**src/rtl/wb_arb_rr.sv**
```systemverilog
// Two-master to one-slave Wishbone arbiter with round-robin grant on contention
// and a watchdog that force-terminates strobes the slave never acknowledges.
//
// state | meaning
// IDLE  | no owner; slave cyc/stb low, slave address/data path shows m0
// OWN0  | m0 owns the slave path until it drops m0_cyc_i
// OWN1  | m1 owns the slave path until it drops m1_cyc_i
module wb_arb_rr #(
  parameter int unsigned timeout     = 255,
  parameter int unsigned tmo_count_w = 8
) (
  input  logic                   clk,
  input  logic                   rst,

  input  logic [31:0]            m0_adr_i,
  input  logic [31:0]            m0_dat_i,
  output logic [31:0]            m0_dat_o,
  input  logic [3:0]             m0_sel_i,
  input  logic                   m0_we_i,
  input  logic                   m0_cyc_i,
  input  logic                   m0_stb_i,
  output logic                   m0_ack_o,
  output logic                   m0_err_o,

  input  logic [31:0]            m1_adr_i,
  input  logic [31:0]            m1_dat_i,
  output logic [31:0]            m1_dat_o,
  input  logic [3:0]             m1_sel_i,
  input  logic                   m1_we_i,
  input  logic                   m1_cyc_i,
  input  logic                   m1_stb_i,
  output logic                   m1_ack_o,
  output logic                   m1_err_o,

  output logic [31:0]            s_adr_o,
  output logic [31:0]            s_dat_o,
  input  logic [31:0]            s_dat_i,
  output logic [3:0]             s_sel_o,
  output logic                   s_we_o,
  output logic                   s_cyc_o,
  output logic                   s_stb_o,
  input  logic                   s_ack_i,

  output logic [1:0]             grant_o,
  output logic                   tmo_irq_o,
  output logic [tmo_count_w-1:0] tmo_count_o
);

  localparam logic [1:0] IDLE = 2'd0;
  localparam logic [1:0] OWN0 = 2'd1;
  localparam logic [1:0] OWN1 = 2'd2;

  // A disabled watchdog still gets a 1-bit counter so the vectors stay legal.
  localparam int unsigned     WD_W     = (timeout > 0) ? $clog2(timeout + 1) : 1;
  localparam logic [WD_W-1:0] WD_LIMIT = WD_W'(timeout);
  localparam logic            TMO_EN   = (timeout != 0);

  logic [1:0]             state_q, state_d;
  logic                   last_q, last_d;
  logic [WD_W-1:0]        wd_q, wd_d;
  logic                   irq_q, irq_d;
  logic [tmo_count_w-1:0] cnt_q, cnt_d;

  logic own;
  logic sel1;
  logic cyc_own;
  logic stb_own;
  logic tmo_evt;
  logic granting;

  assign own     = (state_q == OWN0) || (state_q == OWN1);
  assign sel1    = (state_q == OWN1);
  assign cyc_own = sel1 ? m1_cyc_i : m0_cyc_i;
  assign stb_own = sel1 ? m1_stb_i : m0_stb_i;

  assign s_adr_o = sel1 ? m1_adr_i : m0_adr_i;
  assign s_dat_o = sel1 ? m1_dat_i : m0_dat_i;
  assign s_sel_o = sel1 ? m1_sel_i : m0_sel_i;
  assign s_we_o  = sel1 ? m1_we_i  : m0_we_i;

  // An ack landing on the limit cycle wins over the timeout.
  assign tmo_evt = TMO_EN && own && cyc_own && (wd_q == WD_LIMIT) && !s_ack_i;

  assign s_cyc_o = own && cyc_own;
  assign s_stb_o = own && stb_own && !tmo_evt;

  assign m0_ack_o = s_ack_i && s_stb_o && (state_q == OWN0);
  assign m1_ack_o = s_ack_i && s_stb_o && (state_q == OWN1);
  assign m0_err_o = tmo_evt && (state_q == OWN0);
  assign m1_err_o = tmo_evt && (state_q == OWN1);

  assign m0_dat_o = s_dat_i;
  assign m1_dat_o = s_dat_i;

  assign grant_o     = {state_q == OWN1, state_q == OWN0};
  assign tmo_irq_o   = irq_q;
  assign tmo_count_o = cnt_q;

  always_comb begin
    state_d = state_q;
    last_d  = last_q;
    case (state_q)
      IDLE: begin
        if (m0_cyc_i && m1_cyc_i) begin
          state_d = last_q ? OWN0 : OWN1;
        end else if (m0_cyc_i) begin
          state_d = OWN0;
        end else if (m1_cyc_i) begin
          state_d = OWN1;
        end
      end
      OWN0: begin
        if (!m0_cyc_i) begin
          last_d  = 1'b0;
          state_d = m1_cyc_i ? OWN1 : IDLE;
        end
      end
      OWN1: begin
        if (!m1_cyc_i) begin
          last_d  = 1'b1;
          state_d = m0_cyc_i ? OWN0 : IDLE;
        end
      end
      default: state_d = IDLE;
    endcase
  end

  assign granting = (state_d != state_q) && ((state_d == OWN0) || (state_d == OWN1));

  always_comb begin
    wd_d = wd_q;
    if (!TMO_EN || granting || s_ack_i || tmo_evt) begin
      wd_d = '0;
    end else if (s_stb_o) begin
      wd_d = wd_q + WD_W'(1);
    end
  end

  always_comb begin
    irq_d = tmo_evt;
    cnt_d = cnt_q;
    if (tmo_evt && (cnt_q != {tmo_count_w{1'b1}})) begin
      cnt_d = cnt_q + tmo_count_w'(1);
    end
  end

  always_ff @(posedge clk or negedge rst) begin
    if (!rst) begin
      state_q <= IDLE;
      last_q  <= 1'b1;
      wd_q    <= '0;
      irq_q   <= 1'b0;
      cnt_q   <= '0;
    end else begin
      state_q <= state_d;
      last_q  <= last_d;
      wd_q    <= wd_d;
      irq_q   <= irq_d;
      cnt_q   <= cnt_d;
    end
  end

endmodule

```
**config.mk**
```make
export PLATFORM = sky130hd
export DESIGN_NAME = wb_arb_rr
export DESIGN_NICKNAME = d
export VERILOG_FILES = /design/src/rtl/wb_arb_rr.sv
export SDC_FILE = /design/constraint.sdc
export NUM_CORES = 1
export LEC_CHECK = 0
export ABC_CLOCK_PERIOD_IN_PS = 2700
export CORE_AREA = 4 4 123 125
export DETAILED_ROUTE_END_ITERATION = 6
export DIE_AREA = 0 0 127 129
export DONT_BUFFER_PORTS = 1
export SYNTH_ARGS = -nofsm -noshare
export SYNTH_HDL_FRONTEND = slang
export SYNTH_SLANG_ARGS = --single-unit
```
**constraint.sdc**
```tcl
create_clock -name clk -period 2.7 [get_ports clk]
set_input_delay 0.27 -clock clk [delete_from_list [all_inputs] [get_ports clk]]
set_output_delay 0.27 -clock clk [all_outputs]
set_load 0.01 [all_outputs]
```
# Word-level counts from Yosys, hierarchy flattened
# Index checks and enable logic that the tools add are counted.
dict set report totals {
  register_bits 20
  inputBits 177
  wordCells 59
}
dict set report classes {
  add_sub_neg 2
  eq_ne 9
  mux 20
  reduce_logical 23
}
# cell count
set op_table {}
lappend op_table {{$mux W32} 2}
lappend op_table {{$add A8 B1 Y8 const B} 2}
lappend op_table {{$mux W8} 2}
lappend op_table {{$mux W2} 7}
lappend op_table {{$logic_and A1 B1 Y1} 13}
lappend op_table {{$eq A8 B8 Y1 const B} 1}
lappend op_table {{$ne A8 B8 Y1 const B} 1}
lappend op_table {{$mux W1} 6}
lappend op_table {{$pmux W2 S3} 1}
lappend op_table {{$eq A2 B1 Y1 const B} 2}
lappend op_table {{$eq A2 B2 Y1 const B} 2}
lappend op_table {{$logic_or A1 B1 Y1} 4}
lappend op_table {{$mux W4} 1}
lappend op_table {{$ne A2 B2 Y1 const B} 2}
lappend op_table {{$reduce_bool A2 Y1} 2}
lappend op_table {{$reduce_and A3 Y1} 1}
lappend op_table {{$logic_not A1 Y1} 2}
lappend op_table {{$logic_not A2 Y1} 1}
lappend op_table {{$ne A2 B2 Y1} 1}
lappend op_table {{$pmux W1 S2} 1}

# Depth between registers and ports, before layout
# Gate-level depths: netlist of run 1.
dict set report logic_depth {
  ltp_word 10
  ltp_mapped 8
  ltp_nobuf 7
}

# Worst setup path after synthesis of run 1
# OpenSTA, ideal clock, no wires.
dict set report synth_path {
  path_kind {register to output}
  from {register state_q[0]}
  to {output port s_adr_o[0]}
  arrival_ns 1.837
  path_slack_ns 0.593
  stages_incl_launch_ff 6
  path_buffers 2
  cell_sequence {dfrtp_1 inv_1 ha_1 clkbuf_1 clkbuf_1 mux2_2}
}
dict set report synth_between {
  elab_chain_len 2
}
# item line
set synth_lines {}
lappend synth_lines {{from (decl)} 58} ;# logic [1:0] state_q, state_d;
lappend synth_lines {{from (signal assigned)} 155} ;# state_q <= state_d;
lappend synth_lines {{$eq A2 B2 Y1} 72} ;# assign sel1 = (state_q == OWN1);
lappend synth_lines {{$mux W32} 76} ;# assign s_adr_o = sel1 ? m1_adr_i : m0_adr_i;
lappend synth_lines {{to (decl)} 35} ;# output logic [31:0] s_adr_o,
# No other way between the ends.

# Worst setup path in the final report of run 1
dict set report layout_path {
  from {register state_q[0]}
  to {output port s_stb_o}
}
dict set report layout_between {
  elab_chain_len 7
  word_cells_on_any_way 11
}
# item line
set layout_lines {}
lappend layout_lines {{$eq A2 B2 Y1 / $eq A2 B1 Y1 (equally long branches)} {71, 72}}
lappend layout_lines {{$mux W1 / $logic_or A1 B1 Y1 (equally long branches)} {73, 71}}
lappend layout_lines {{$logic_and A1 B1 Y1 (3 in a row)} 82} ;# assign tmo_evt = TMO_EN && own && cyc_own && (wd_q == WD_LIMIT) && !s_ack_i;
lappend layout_lines {{$logic_not A1 Y1} 85} ;# assign s_stb_o = own && stb_own && !tmo_evt;
lappend layout_lines {{$logic_and A1 B1 Y1 *} 85}
lappend layout_lines {{to (decl)} 41} ;# output logic s_stb_o,
# Mark *: on every way between the ends. The rest lies on a longest branch, timed or not.

==> impl_metrics.tcl, run 1 <==
set metrics [dict create \
    status "finished clean" \
    port_buffers 0 \
    arrival_ns 2.27 \
    area_delta_synth_final_pct -6.03 \
    layout.nets 381 \
    drc 0 \
    fin_area_um2 2420 \
    min_path_cells 3 \
    drt-initial-drc-count 114 \
    power_switching_uw 1080 \
    final_util_pct 17.4 \
    worst_setup_hold_path_clk_slew_ns 0.06 \
    seqPwrFrac_pct 16.6 \
    antenna_found_initial 1 \
    synth.distinct_cells 38 \
    synthMuxAreaShare_pct 32.3 \
    nFillCells 1561 \
    initial_utilization_pct 18.5 \
    holdBufCountCts 1 \
    crit_path_end_kind "primary output" \
    drv_cap 0 \
    clkPwrFrac_pct 18.3 \
    multi_input_area_um2 1530 \
    synthCells 265 \
    ir_drop_uv 468 \
    synth_compound_area_share_pct 6.08 \
    crit_chain "inv_1 > ha_4 > mux2_2 > and4_4 > a21boi_2 > buf_4" \
    finalCritPeriodShare_pct 94.0 \
    cts_sinks 20 \
    cts.htree.levels 1 \
    die_w_um 127 \
    syn_area_um2 2570 \
    hold_viol_final 0 \
    synthXorXnorAreaFrac_pct 4.77 \
    p_comb_share_pct 65.0 \
    dr.pass1.iters 4 \
    ys.flop_type "dfrtp_1" \
    grt_pass1_wl_um 15200 \
    skew_ns 0.00222 \
    grt_start_max_net_pins 61 \
    rsz0062_at_grt "false" \
    cts_resized 0 \
    max_freq_mhz 394 \
    dieArea_um2 16400 \
    async_reset_ff_share_pct 100 \
    fin_crit_ns 2.54 \
    seqCellArea_um2 502 \
    place_area_um2 2300 \
    r2r-end "wd_q[0]$_DFFE_PN0P_" \
    p_leak_uw 0.000880 \
    p_sw_share_pct 47.9 \
    synth_top_family_by_area "multiplexers" \
    cts_setup_buffers 0 \
    clk_path_buf_depth 2 \
    globalRouteOverflowTotal 0 \
    place_congestion 0.809 \
    synth-edff-count 0 \
    avgSynthCellArea_um2 9.71 \
    worst_slack_ns 0.161 \
    antenna_left 0 \
    slew_headroom_pct 37.7 \
    cp-start-kind "flop" \
    setup_viol 0 \
    ys.warnings.count 0 \
    synthAdderAreaFrac_pct 3.40 \
    crit_buf_inv 2 \
    via_count 1757 \
    wl_um 12300 \
    cpMaxStageDelayCell "dfrtp_1" \
    synth-seq-cells 20 \
    critical-path-top-delay-family "flip-flops" \
    core.rowCount 43 \
    wl_per_cell_um 32.7 \
    critPathRequiredTime_ns 2.43 \
    hold-path-endpoint "last_q$_DFFE_PN1P_" \
    synth-seq-area-share_pct 19.5 \
    drive_above_1_share_pct 45.4 \
    hp-class "input port to flop" \
    numCtsBuffers 3 \
    crit_type "flop to primary output" \
    viasPerCell 4.66 \
    grt_pass1_vias 1730 \
    tns_ns 0 \
    max_stage_delay_ns 0.48 \
    track_usage_pct 13.5 \
    p_per_area_nw_per_um2 934 \
    cts_tree "done" \
    slew_viol_final 0 \
    worstReg2RegStart "state_q[0]$_DFF_PN0_" \
    die_y_um 129 \
    critPathMaxFanout 18 \
    core_area_um2 13900 \
    hold_ws_ns 0.169 \
    clkLatencyLatePin_ns 0.25 \
    synth_nets 449 \
    synth-simple-area-share_pct 12.5 \
    ctsRootBufferMaster "clkbuf_16" \
    min_from "m1_cyc_i" \
    worst_pin_slew_ns 0.932 \
    r2r_slack_ns 0.37 \
    p_int_uw 1180 \
    r2r_cells 7 \
    pin_count 327 \
    pre_cts_ws_ns 0.391 \
    dp_hpwl_um 11000 \
]
[layer usage]
metal | global-route usage, % | vias up | share of wire (%)
met4 | 1.07 | 0 | 0.13
met3 | 9.71 | 4 | 17
li1 | - | 733 | -
met1 | 18.7 | 817 | 42
met5 | 0 | - | 0
met2 | 17.6 | 203 | 41
[registers in the layout, summed over array words and instances, names as in the netlist]
signal / flops
tmo_count_o: 8
wd_q: 8
tmo_irq_o: 1
last_q: 1
state_q: 2
[through the flow]
| stage | total power (uW) | cells |
|---|---|---|
| 2_1_floorplan | 1510 | 265 |
| 3_3_place_gp | 1840 | 371 |
| 3_5_place_dp | 1850 | 371 |
| 4_1_cts | 2290 | 376 |
| 5_1_grt | 2380 | 377 |
| 6_report | 2260 | 377 |
[kinds of logic (layout without fill, tap and decap cells)]
logic type / Yosys count / after routing
and+or+nand+nor: 52 / 52
muxes: 74 / 74
AOI/OAI and AO/OA: 19 / 19
adders and majority gates: 7 / 7
xor gates and xnor gates: 14 / 14
other: 0 / 1
buffers and inverters: 79 / 10
DFF: 20 / 20
[cells in the mapped netlist (2+ instances only)]
library cell	count	share of area (%)
and2_1	4	0.97
nor2b_1	2	0.49
ha_1	7	3.4
o2111ai_1	2	0.68
nand4_1	3	0.73
nor3_1	8	1.6
xor2_1	8	2.7
a21oi_1	3	0.58
mux2_2	73	32
o21ai_0	4	0.78
buf_4	65	19
dfrtp_1	19	18
and3_1	7	1.7
nor2_1	6	0.88
o211ai_1	2	0.58
xnor2_1	6	2.0
nand3_1	8	1.6
nand2_1	7	1.0
a211o_1	2	0.68
inv_1	3	0.44
clkbuf_1	9	1.3
[final cells by class]
| class | instances | area share [%] |
|---|---|---|
| well taps | 180 | 9.32 |
| clock buffers | 3 | 3.11 |
| clock inverters | 1 | 1.24 |
| flip-flops and latches | 20 | 20.8 |
| repair buffers | 3 | 1.55 |
| multi-input cells | 166 | 63.5 |
| diodes | 1 | 0.104 |
| inverters | 3 | 0.466 |
[how the worst max path moves through the flow]
stage	start	end	slack [ns]	cells after the start
4_1_cts	state_q[0]$_DFF_PN0_	s_stb_o	0.14	6
2_1_floorplan	state_q[0]$_DFF_PN0_	s_adr_o[0]	0.59	5
6_report	state_q[0]$_DFF_PN0_	s_stb_o	0.16	6
5_1_grt	state_q[0]$_DFF_PN0_	s_stb_o	0.07	6
3_3_place_gp	state_q[0]$_DFF_PN0_	wd_q[0]$_DFFE_PN0P_	0.45	7
3_5_place_dp	state_q[0]$_DFF_PN0_	wd_q[6]$_DFFE_PN0P_	0.39	7
[tightest hold or removal path: cells and delay by family]
| family | cells | cell delay (ns) |
|---|---|---|
| compound gates | 1 | 0.02 |
| simple gates | 2 | 0.13 |
[power groups by stage]
stage / clock, uW / sequential [uW] / combinational (uW)
after global routing: 433 / 382 / 1570
after CTS: 418 / 375 / 1490
final: 414 / 376 / 1470
after floorplan: 0 / 368 / 1140
after detailed placement: 0 / 380 / 1470
after global placement: 0 / 376 / 1460
[placed cells by master, fill, tap and decap left out, types with 6 or more instances in the layout]
cell	instances
xnor2_1	6
dfrtp_1	19
and3_1	7
nand3_1	8
mux2_2	73
xor2_1	8
nor2_1	6
ha_1	6
nand2_1	7
nor3_1	8
Note: power is estimated with default switching activity, not from simulation.
==> run 2, diff against run 1 <==
- ABC_AREA: default -> 1
- ABC_CLOCK_PERIOD_IN_PS: 2700 -> 3300
- CORE_AREA: 4 4 123 125 -> 4 4 125 127
- DIE_AREA: 0 0 127 129 -> 0 0 129 131
- clock period: 2.7 -> 3.3 ns (I/O delays scaled with it)
==> run 2 against run 1 <==
Combinational power fell by 24%. Register-to-register slack better by 0.96 ns. Setup slack improved by 0.76 ns. Largest power group unchanged. Final cell count rose by 52%.
==> impl_metrics.tcl, run 2 <==
set metrics [dict create \
    status "finished clean" \
    grt_pass1_vias 1956 \
    holdBufCountCts 1 \
    max_stage_delay_ns 0.54 \
    drc 0 \
    cts.htree.levels 1 \
    ys.flop_type "dfrtp_1" \
    core_area_um2 14400 \
    dp_hpwl_um 6650 \
    numCtsBuffers 3 \
    crit_path_end_kind "primary output" \
    dieArea_um2 16900 \
    wl_per_cell_um 13.8 \
    multi_input_area_um2 1490 \
    worst_setup_hold_path_clk_slew_ns 0.05 \
    place_area_um2 2340 \
    dp_cells 568 \
    antenna_left 0 \
    initial_utilization_pct 18.4 \
    drive_above_1_share_pct 6.43 \
    viasPerCell 4.19 \
    via_count 2401 \
    hold_viol_final 0 \
    min_path_cells 2 \
    slew_headroom_pct 36.9 \
    arrival_ns 2.05 \
    crit_buf_inv 2 \
    drv_cap 0 \
    cts_setup_buffers 0 \
    nFillCells 1661 \
    core.rowCount 44 \
    synth_area_leader_cell "nand2_1" \
    drt-initial-drc-count 199 \
    tns_ns 0 \
    syn_area_um2 2650 \
    pin_count 327 \
    antenna_cells 0 \
    synth-seq-cells 20 \
    yosysMostFrequentCell "nand2_1" \
    slew_viol_final 0 \
    finalPower_uw 1660 \
    track_usage_pct 7.65 \
    cp-start-kind "flop" \
    synth.distinct_cells 27 \
    cts_resized 0 \
    critPathRequiredTime_ns 2.97 \
    synth-seq-area-share_pct 18.9 \
    skew_ns 0.00176 \
    cts_sinks 20 \
    rsz0062_at_grt "false" \
    clkLatencyLatePin_ns 0.25 \
    place_congestion 0.814 \
    final_cells 573 \
    area_delta_synth_final_pct -8.54 \
    clk_path_buf_depth 2 \
    grt_start_max_net_pins 73 \
    avgSynthCellArea_um2 5.73 \
    grt_pass1_wl_um 10500 \
    crit_chain "inv_1 > ha_2 > buf_4 > nand2_1 > nand2_1" \
    cts_tree "done" \
    mostFrequentLayoutCells "nand2_1, inv_1, dfrtp_1, nor2_1, nand3_1" \
    cpMostUsedCell "nand2_1" \
    critical-path-top-delay-family "buffers and inverters" \
    max_freq_mhz 419 \
    r2r_cells 10 \
    port_buffers 0 \
    cpMaxStageDelayCell "buf_4" \
    final_common_cell "nand2_1" \
    setup_viol 0 \
    globalRouteOverflowTotal 0 \
    ys.warnings.count 0 \
    fin_crit_ns 2.38 \
    p_per_area_nw_per_um2 683 \
    finalCritPeriodShare_pct 72.2 \
    async_reset_ff_share_pct 100 \
    synthCells 463 \
    p_leak_uw 0.00132 \
    ctsRootBufferMaster "clkbuf_16" \
    critPathMaxFanout 68 \
    wl_um 7920 \
    cp_num_cells 5 \
    ir_drop_uv 311 \
    hp-class "input port to flop" \
    worst_pin_slew_ns 0.943 \
    die_y_um 131 \
    synth_nets 647 \
    die_w_um 129 \
    fin_area_um2 2420 \
    layout.nets 574 \
    synth-edff-count 0 \
    dr.pass1.iters 4 \
    hold_ws_ns 0.342 \
    seqCellArea_um2 502 \
    crit_type "flop to primary output" \
    ys_top_cells_by_area "nand2_1, buf_4, dfrtp_1, ha_1, inv_1" \
    yosys.area.top_type_share_pct 35.8 \
    antenna_found_initial 0 \
    synth_commonest_cells "nand2_1, buf_4, inv_1, dfrtp_1, nor2_1" \
]
run 2: kinds of logic after synthesis:
| group | synth area share, % |
|---|---|
| AOI/OAI and AO/OA | 2.50 |
| xor gates and xnor gates | 2.64 |
| adders and majority gates | 3.30 |
| buffers and inverters | 25.1 |
| DFF | 18.9 |
| and+or+nand+nor | 47.6 |
run 2: worst register-to-register path: cells and delay by family, from the launching register on:
family / cells / cell delay [ns]
DFF: 1 / 0.46
and+or+nand+nor: 6 / 0.75
xor gates and xnor gates: 1 / 0.14
buffers and inverters: 2 / 0.22
adders and majority gates: 1 / 0.30
run 2: per-layer routing:
| metal | vias up | wire [um] | GRT usage (%) |
|---|---|---|---|
| met1 | 1054 | 3210 | 10.0 |
| met5 | - | 0 | 0 |
| li1 | 1190 | - | - |
| met4 | 0 | 70 | 0.988 |
| met3 | 13 | 954 | 3.29 |
| met2 | 144 | 3680 | 12.1 |
run 2: worst paths after layout:
kind	to	from	slack [ns]
worst min register to register	wd_q[1]$_DFFE_PN0P_	wd_q[1]$_DFFE_PN0P_	0.56
worst min-delay path	last_q$_DFFE_PN1P_	m1_cyc_i	0.34
worst max-delay path	s_adr_o[5]	state_q[0]$_DFF_PN0_	0.92
max in group asynchronous	wd_q[2]$_DFFE_PN0P_	rst	2.05
worst max register to register	wd_q[2]$_DFFE_PN0P_	state_q[0]$_DFF_PN0_	1.33
min in group asynchronous	wd_q[7]$_DFFE_PN0P_	rst	0.68
run 2: area by class of cell:
type | count | share of cell area [%]
Multi-Input combinational cell | 335 | 61.4
Tap cell | 184 | 9.49
Clock buffer | 4 | 3.25
Sequential cell | 20 | 20.7
Inverter | 27 | 4.18
Timing Repair Buffer | 3 | 1.03
run 2: stage by stage:
stage	worst slack, ns	utilization, %
5_1_grt	0.736	16.8
3_3_place_gp	1.22	16.2
6_report	0.916	16.8
4_1_cts	0.897	16.8
3_5_place_dp	1.18	16.2
2_1_floorplan	1.50	-
run 2: where the power goes:
| group | leakage (uW) | internal [uW] | total [uW] | switching (uW) |
|---|---|---|---|---|
| Combinational | 0.00101 | 261 | 1110 | 846 |
| Sequential | 0.000268 | 274 | 298 | 23.9 |
| Clock | 0.0000382 | 164 | 250 | 85.8 |
